**src/rtl/seq_pkg.sv**
```systemverilog
// Shared constants and helpers for the parametrised sequence detector.
package seq_pkg;

  localparam int unsigned SYM_W_DEF = 2;

  // Reference target 00,10,11,01; the oldest symbol sits in the LSBs.
  localparam logic [7:0] REF_PATTERN = {2'b01, 2'b11, 2'b10, 2'b00};

  function automatic int unsigned fill_w(input int unsigned depth);
    return $clog2(depth + 1);
  endfunction

endpackage

```
**src/rtl/seq_shift_hist.sv**
```systemverilog
// Symbol history: DEPTH x SYM_W shift register, newest symbol enters at the MSB end.
module seq_shift_hist #(
  parameter int unsigned SYM_W = 2,
  parameter int unsigned DEPTH = 4
) (
  input  logic                     clk,
  input  logic                     rst,
  input  logic                     en_i,
  input  logic                     flush_i,
  input  logic [SYM_W-1:0]         x_i,
  output logic [DEPTH*SYM_W-1:0]   hist_o
);

  localparam int unsigned HistW = DEPTH * SYM_W;

  logic [HistW-1:0] hist_d, hist_q;

  always_comb begin
    hist_d = hist_q;
    if (flush_i) begin
      hist_d = '0;
    end else if (en_i) begin
      hist_d = {x_i, hist_q[HistW-1:SYM_W]};
    end
  end

  always_ff @(posedge clk or posedge rst) begin
    if (rst) begin
      hist_q <= '0;
    end else begin
      hist_q <= hist_d;
    end
  end

  assign hist_o = hist_q;

endmodule

```
**src/rtl/seq_detector_param.sv**
```systemverilog
// Flags when the last DEPTH enabled symbols equal a loadable pattern; counts matches.
module seq_detector_param
  import seq_pkg::*;
#(
  parameter int unsigned SYM_W   = SYM_W_DEF,
  parameter int unsigned DEPTH   = 4,
  parameter int unsigned OVERLAP = 1,
  parameter int unsigned MEALY   = 0,
  parameter int unsigned CNT_W   = 8
) (
  input  logic                      clk,
  input  logic                      rst,
  input  logic                      en,
  input  logic [SYM_W-1:0]          x,
  input  logic                      load,
  input  logic [DEPTH*SYM_W-1:0]    pattern,
  output logic                      z,
  output logic [fill_w(DEPTH)-1:0]  fill,
  output logic [CNT_W-1:0]          match_cnt
);

  localparam int unsigned FillW = fill_w(DEPTH);
  localparam int unsigned PatW  = DEPTH * SYM_W;

  logic [PatW-1:0]  hist;
  logic [PatW-1:0]  window;
  logic [PatW-1:0]  pat_d, pat_q;
  logic [FillW-1:0] fill_d, fill_q;
  logic [CNT_W-1:0] cnt_d, cnt_q;
  logic             z_d, z_q;
  logic             hit;

  seq_shift_hist #(
    .SYM_W (SYM_W),
    .DEPTH (DEPTH)
  ) u_hist (
    .clk     (clk),
    .rst     (rst),
    .en_i    (en & ~load),
    .flush_i (load),
    .x_i     (x),
    .hist_o  (hist)
  );

  // Candidate window: current symbol as newest plus the DEPTH-1 most recent held symbols.
  assign window = {x, hist[PatW-1:SYM_W]};

  // load discards the symbol on the same cycle, so it can never complete a match.
  assign hit = en && !load && (fill_q >= FillW'(DEPTH - 1)) && (window == pat_q);

  always_comb begin
    pat_d  = pat_q;
    fill_d = fill_q;
    cnt_d  = cnt_q;
    z_d    = 1'b0;
    if (load) begin
      pat_d  = pattern;
      fill_d = '0;
    end else if (en) begin
      fill_d = (fill_q == FillW'(DEPTH)) ? fill_q : fill_q + FillW'(1);
      if (hit) begin
        z_d = 1'b1;
        if (cnt_q != {CNT_W{1'b1}}) begin
          cnt_d = cnt_q + CNT_W'(1);
        end
        if (OVERLAP == 0) begin
          fill_d = '0;
        end
      end
    end
  end

  always_ff @(posedge clk or posedge rst) begin
    if (rst) begin
      pat_q  <= '0;
      fill_q <= '0;
      cnt_q  <= '0;
      z_q    <= 1'b0;
    end else begin
      pat_q  <= pat_d;
      fill_q <= fill_d;
      cnt_q  <= cnt_d;
      z_q    <= z_d;
    end
  end

  assign z         = (MEALY != 0) ? hit : z_q;
  assign fill      = fill_q;
  assign match_cnt = cnt_q;

endmodule

```
**config.mk**
```make
export PLATFORM = sky130hd
export DESIGN_NAME = seq_detector_param
export DESIGN_NICKNAME = d
export VERILOG_FILES = /design/src/rtl/seq_pkg.sv /design/src/rtl/seq_shift_hist.sv /design/src/rtl/seq_detector_param.sv
export SDC_FILE = /design/constraint.sdc
export NUM_CORES = 1
export LEC_CHECK = 0
export CORE_MARGIN = 5
export CORE_UTILIZATION = 54
export DETAILED_ROUTE_END_ITERATION = 7
export PLACE_DENSITY = 0.86
export SYNTH_ARGS = -nofsm -noshare
export SYNTH_HDL_FRONTEND = slang
export SYNTH_SLANG_ARGS = --single-unit
```
**constraint.sdc**
```tcl
create_clock -name clk -period 3.3 [get_ports clk]
set_clock_uncertainty 0.1 [all_clocks]
set_input_delay 0.825 -clock clk [delete_from_list [all_inputs] [get_ports clk]]
set_output_delay 0.825 -clock clk [all_outputs]
set_load 0.005 [all_outputs]
```
=== Word level (Yosys, flattened, before mapping) ===
Index checks and enable logic that the tools add are counted.
W data, S select, Z words.

* Register bits after elaboration: 28
* Bits in latches: 0
* RAM bits: 0
* Bits in read-only memories: 0
* Bits of input ports: 14
* Output and inout port bits: 12
* Word-level logic and storage cells: 30
* Memories: 0

* Add/sub/neg operators: 2
* $mul: 0
* Div/mod/pow operators: 0
* Order comparisons: 1
* Equality and inequality tests: 4
* Shift operators: 0
* Mux-type cells: 8
* Bitwise logic cells: 2
* Reduce and logical (&&, ||, !) cells: 8

{| class="wikitable"
|+ Operator list
! cell !! count
|-
| $mux W8 || 2
|-
| $mux W3 || 3
|-
| $add A8 B1 Y8 const B || 1
|-
| $eq A8 B8 Y1 || 1
|-
| $ne A8 B8 Y1 const B || 1
|-
| $reduce_and A4 Y1 || 1
|-
| $reduce_bool A2 Y1 || 2
|-
| $add A3 B1 Y3 const B || 1
|-
| $eq A3 B3 Y1 const B || 1
|-
| $ge A3 B2 Y1 const B || 1
|-
| $logic_and A1 B1 Y1 || 3
|-
| $mux W1 || 3
|-
| $ne A2 B2 Y1 const B || 1
|-
| $reduce_and A2 Y1 || 1
|-
| $and A1 B1 Y1 || 1
|-
| $logic_not A1 Y1 || 1
|-
| $not A1 Y1 || 1
|}

=== Logic depth before layout (Yosys ltp) ===
* Depth in word-level cells: 7
* Gate-level depth with buffers: 6
* Mapped depth without buffers: 6

=== Modules after synthesis ===
From an unflattened synthesis, not the netlist that was laid out.

* Cells, all modules: 122
* Area total of the unflattened synthesis: 1391.3 sq um

{| class="wikitable"
|+ By module, submodules not included
! module !! instances !! cells each !! area an instance (sq um) !! seq. area each (sq um)
|-
| seq_detector_param || 1 || 95 || 1062.3 || 500.5
|-
| seq_shift_hist || 1 || 27 || 329.1 || 200.2
|}

=== Worst setup path after synthesis ===
Ideal clock, no wire load.

* Path kind: input to register
* From: input port en
* To: register cnt_q[1], in the netlist match_cnt[1]
* Library setup time: 0.125 ns
* Data arrival time: 2.074 ns
* Data required time: 3.075 ns
* Path slack: 1.001 ns
* Stages: 6
* Path buffers: 1
* Cells stage by stage: buf_6 -> nor2b_4 -> nand4_2 -> nor4_4 -> and2_4 -> mux2_4

* Cells in the longest elaborated chain, start to end: 4

{| class="wikitable"
|+ Ends and longest elaborated chain
! item !! RTL line !! RTL
|-
| start, declared || seq_detector_param.sv:13 || <nowiki>input logic en,</nowiki>
|-
| $logic_and A1 B1 Y1 (3 in a row) || seq_detector_param.sv:49 || <nowiki>assign hit = en && !load && (fill_q >= FillW'(DEPTH - 1)) && (window == pat_q);</nowiki>
|-
| $reduce_and A4 Y1 (no line) * || - ||
|-
| end signal, assigned || seq_detector_param.sv:82 || <nowiki>cnt_q <= cnt_d;</nowiki>
|-
| end, declared || seq_detector_param.sv:29 || <nowiki>logic [CNT_W-1:0] cnt_d, cnt_q;</nowiki>
|}

Every way passes the cells marked *; elsewhere a longest branch is shown, timed or not.
A chain may end at the register's enable or synchronous reset.

=== Worst setup path in the final report ===
Same ends and word-level chain as after synthesis.

==> results.sh <==
export IMPL_p_total_w=0.000597
export IMPL_yosysWarnings=0
export IMPL_gr_usage_met3_pct=4.58
export IMPL_dieWidth_microns=59.0
export IMPL_hold_viol=0
export IMPL_worst_path_max_fanout=4
export IMPL_rows=17
export IMPL_finalCriticalPeriod_ps=2280
export IMPL_grt_total_usage_pct=15.2
export IMPL_gr_total_overflow=0
export IMPL_die_h_microns=59.0
export IMPL_dp_hpwl_microns=1830
export IMPL_setup_tns_ps=0
export IMPL_fmaxAchievable_mhz=439
export IMPL_rsz0062_at_grt="false"
export IMPL_ys_seq_area_share_pct=50.1
export IMPL_whs_endpoint="pat_q[1]"
export IMPL_postCtsHoldBufs=0
export IMPL_routed_wirelength_microns=2330
export IMPL_cts_tree="built"
export IMPL_num_antenna_cells=0
export IMPL_power_density_cell_area_nw_per_um2=368
export IMPL_regArea_sq_um=651
export IMPL_postRouteAntennaNets=0
export IMPL_pre_cts_ws_ps=675
export IMPL_ir_worst_vdd_v=0.000432
export IMPL_yosys_cell_types_count=29
export IMPL_whs_path_depth=1
export IMPL_timing_final_ws_setup_ps=1020
export IMPL_slew_headroom_pct=78.1
export IMPL_cp_end_kind="register"
export IMPL_syn2layout_area_growth_pct=25.1
export IMPL_use_met2_pct=25.4
export IMPL_synth_area_leaders="dfrtp_1 50%, mux2_2 6.9%, xnor2_1 6.1%, mux2i_1 4.6%, ha_1 3.9%"
export IMPL_grt_antenna_before_repair=0
export IMPL_grt_max_degree=27
export IMPL_cts_sinks=26
export IMPL_via_per_inst=5.23
export IMPL_port_buffers=25
export IMPL_reg2reg_from="fill[0]"
export IMPL_crit_chain="clkdlybuf4s50_1, nor2b_4, nand4_2, nor4_4, and2_4, mux2_4"
export IMPL_cts_resized=0
export IMPL_die_area_sq_um=3480
export IMPL_worstHoldStart="pat_q[1]"
export IMPL_place_inst=159
export IMPL_synth_area_per_cell_sq_um=12.4
export IMPL_rr_worst_depth=6
export IMPL_report_final_slew_viol_count=0
export IMPL_wl_per_cell_microns=14.3
export IMPL_multiInputGateArea_sq_um=602
export IMPL_grtUsageMet1_pct=19.6
export IMPL_cts_root_buf="clkbuf_4"
export IMPL_drive_above_1_share_pct=18.5
export IMPL_gp_congestion=0.802
export IMPL_grt_first_pass_wirelength_microns=4060
export IMPL_fin_hold_ws_ps=450
export IMPL_vias=853
export IMPL_drcViolationCount=0
export IMPL_start_util_pct=57.5
export IMPL_nFillCells=170
export IMPL_clk_latency_ps=320
export IMPL_post_cts_buffers=0
export IMPL_path_clk_slew_ps=140
export IMPL_core_area_sq_um=2250
export IMPL_initialDrtViolationCount=9
export IMPL_power_leakage_nw=0.727
export IMPL_clock_path_buffers=2
export IMPL_yosysTopAreaCellShare_pct=50.1
export IMPL_synth_area_sq_um=1300
export IMPL_first_pass_iters=4
export IMPL_fin_crit_sh_pct=69.0
export IMPL_drv_cap=0
export IMPL_grt_pass1_vias=881
export IMPL_slowest_stage="clkdlybuf4s50_1"
export IMPL_layout_commonest_cell="dfrtp_1"
export IMPL_yosysTopAreaCell="dfrtp_1"
export IMPL_cp_data_required_time_ps=3430
export IMPL_final_nets=154
export IMPL_most_common_layout_cells="26 x dfrtp_1, 25 x clkdlybuf4s50_1, 10 x nor2_1"
export IMPL_synthCells=105
export IMPL_critPathLaunchType="input port"
export IMPL_ios=26
export IMPL_htreeDepth=1
export IMPL_busiest_layer="met2"
export IMPL_ys_seq_elements=26
export IMPL_min_path_type="reg -> reg"
export IMPL_layout_cells_non_filler=163
export IMPL_cts_buffers=3
export IMPL_regToRegSetupSlack_ps=1340
export IMPL_mappedNetlistNets=123
export IMPL_rr_endpoint="match_cnt[1]"
export IMPL_slowest_delay_ps=490
export IMPL_worst_pin_slew_ps=326
export IMPL_setup_violations=0
export IMPL_path_class="in -> reg"
export IMPL_arrival_ps=2410
export IMPL_status="finished, final reports clean"
-- final cells by class --
type	count	area share, %
flip-flops and latches	26	40.1
multi-input cells	71	37.1
repair buffers	29	17.3
clock buffers	4	2.24
well taps	28	2.16
inverters	5	1.16
-- worst max-delay path: cells and delay by family --
family | cells | cell delay, ps
buf+inv | 1 | 490
simple gates | 4 | 800
mux | 1 | 290
-- registers in the layout (all words and copies together) (netlist names) --
signal and cells:
match_cnt 8, pat_q 8, u_hist.hist_o 6, fill 3
z 1
-- worst max-delay path by stage --
stage	start	to	cells after the start
after floorplan	en	match_cnt[1]	6
after global placement	en	match_cnt[1]	6
after detailed placement	en	match_cnt[1]	6
after CTS	fill[0]	fill[0]	1
after global routing	match_cnt[5]	match_cnt[5]	1
final	en	match_cnt[1]	6
-- power breakdown --
part / internal [W] / switching [W] / leakage [nW] / total (W)
Sequential: 0.000334 / 0.0000157 / 0.342 / 0.000350
Combinational: 0.0000529 / 0.0000358 / 0.365 / 0.0000887
Clock: 0.0000675 / 0.0000907 / 0.0210 / 0.000158
-- per-stage QoR --
stage	instance area (sq um)	util, %
final	1620	72.0
after global placement	1590	70.4
after detailed placement	1590	70.4
after CTS	1620	72.0
after global routing	1620	72.0
after floorplan	1300	-
-- kinds of logic after synthesis --
| family | synth area share [%] |
|---|---|
| AO/OA/AOI/OAI | 4.73 |
| buffers and inverters | 3.47 |
| adder cells (fa/ha/maj) | 3.86 |
| XOR/XNOR | 11.2 |
| flip-flops | 50.1 |
| AND/OR/NAND/NOR | 13.9 |
| multiplexers | 12.7 |
-- cells in the mapped netlist --
library cell  instances
dfrtp_1              26
nor2_1               10
xnor2_1               9
mux2_2                8
mux2i_1               6
inv_1                 5
a21oi_1               4
ha_1                  4
nand3_1               4
and3_1                3
xnor2_2               3
a41oi_1               2
buf_6                 2
nand2_1               2
nand4_1               2
xor2_1                2
a211oi_2              1
a31oi_1               1
and2_1                1
and2_4                1
clkbuf_1              1
mux2_4                1
nand3b_1              1
nand4_2               1
nor2b_1               1
nor2b_4               1
nor4_4                1
o21ai_0               1
or2b_1                1
-- metal layers --
layer,wire [microns],share of wire (%)
met5,0,0
met4,14,0.60
met3,85,3.7
met2,1180,51
met1,1050,45
Note: power is estimated with default switching activity, not from simulation.
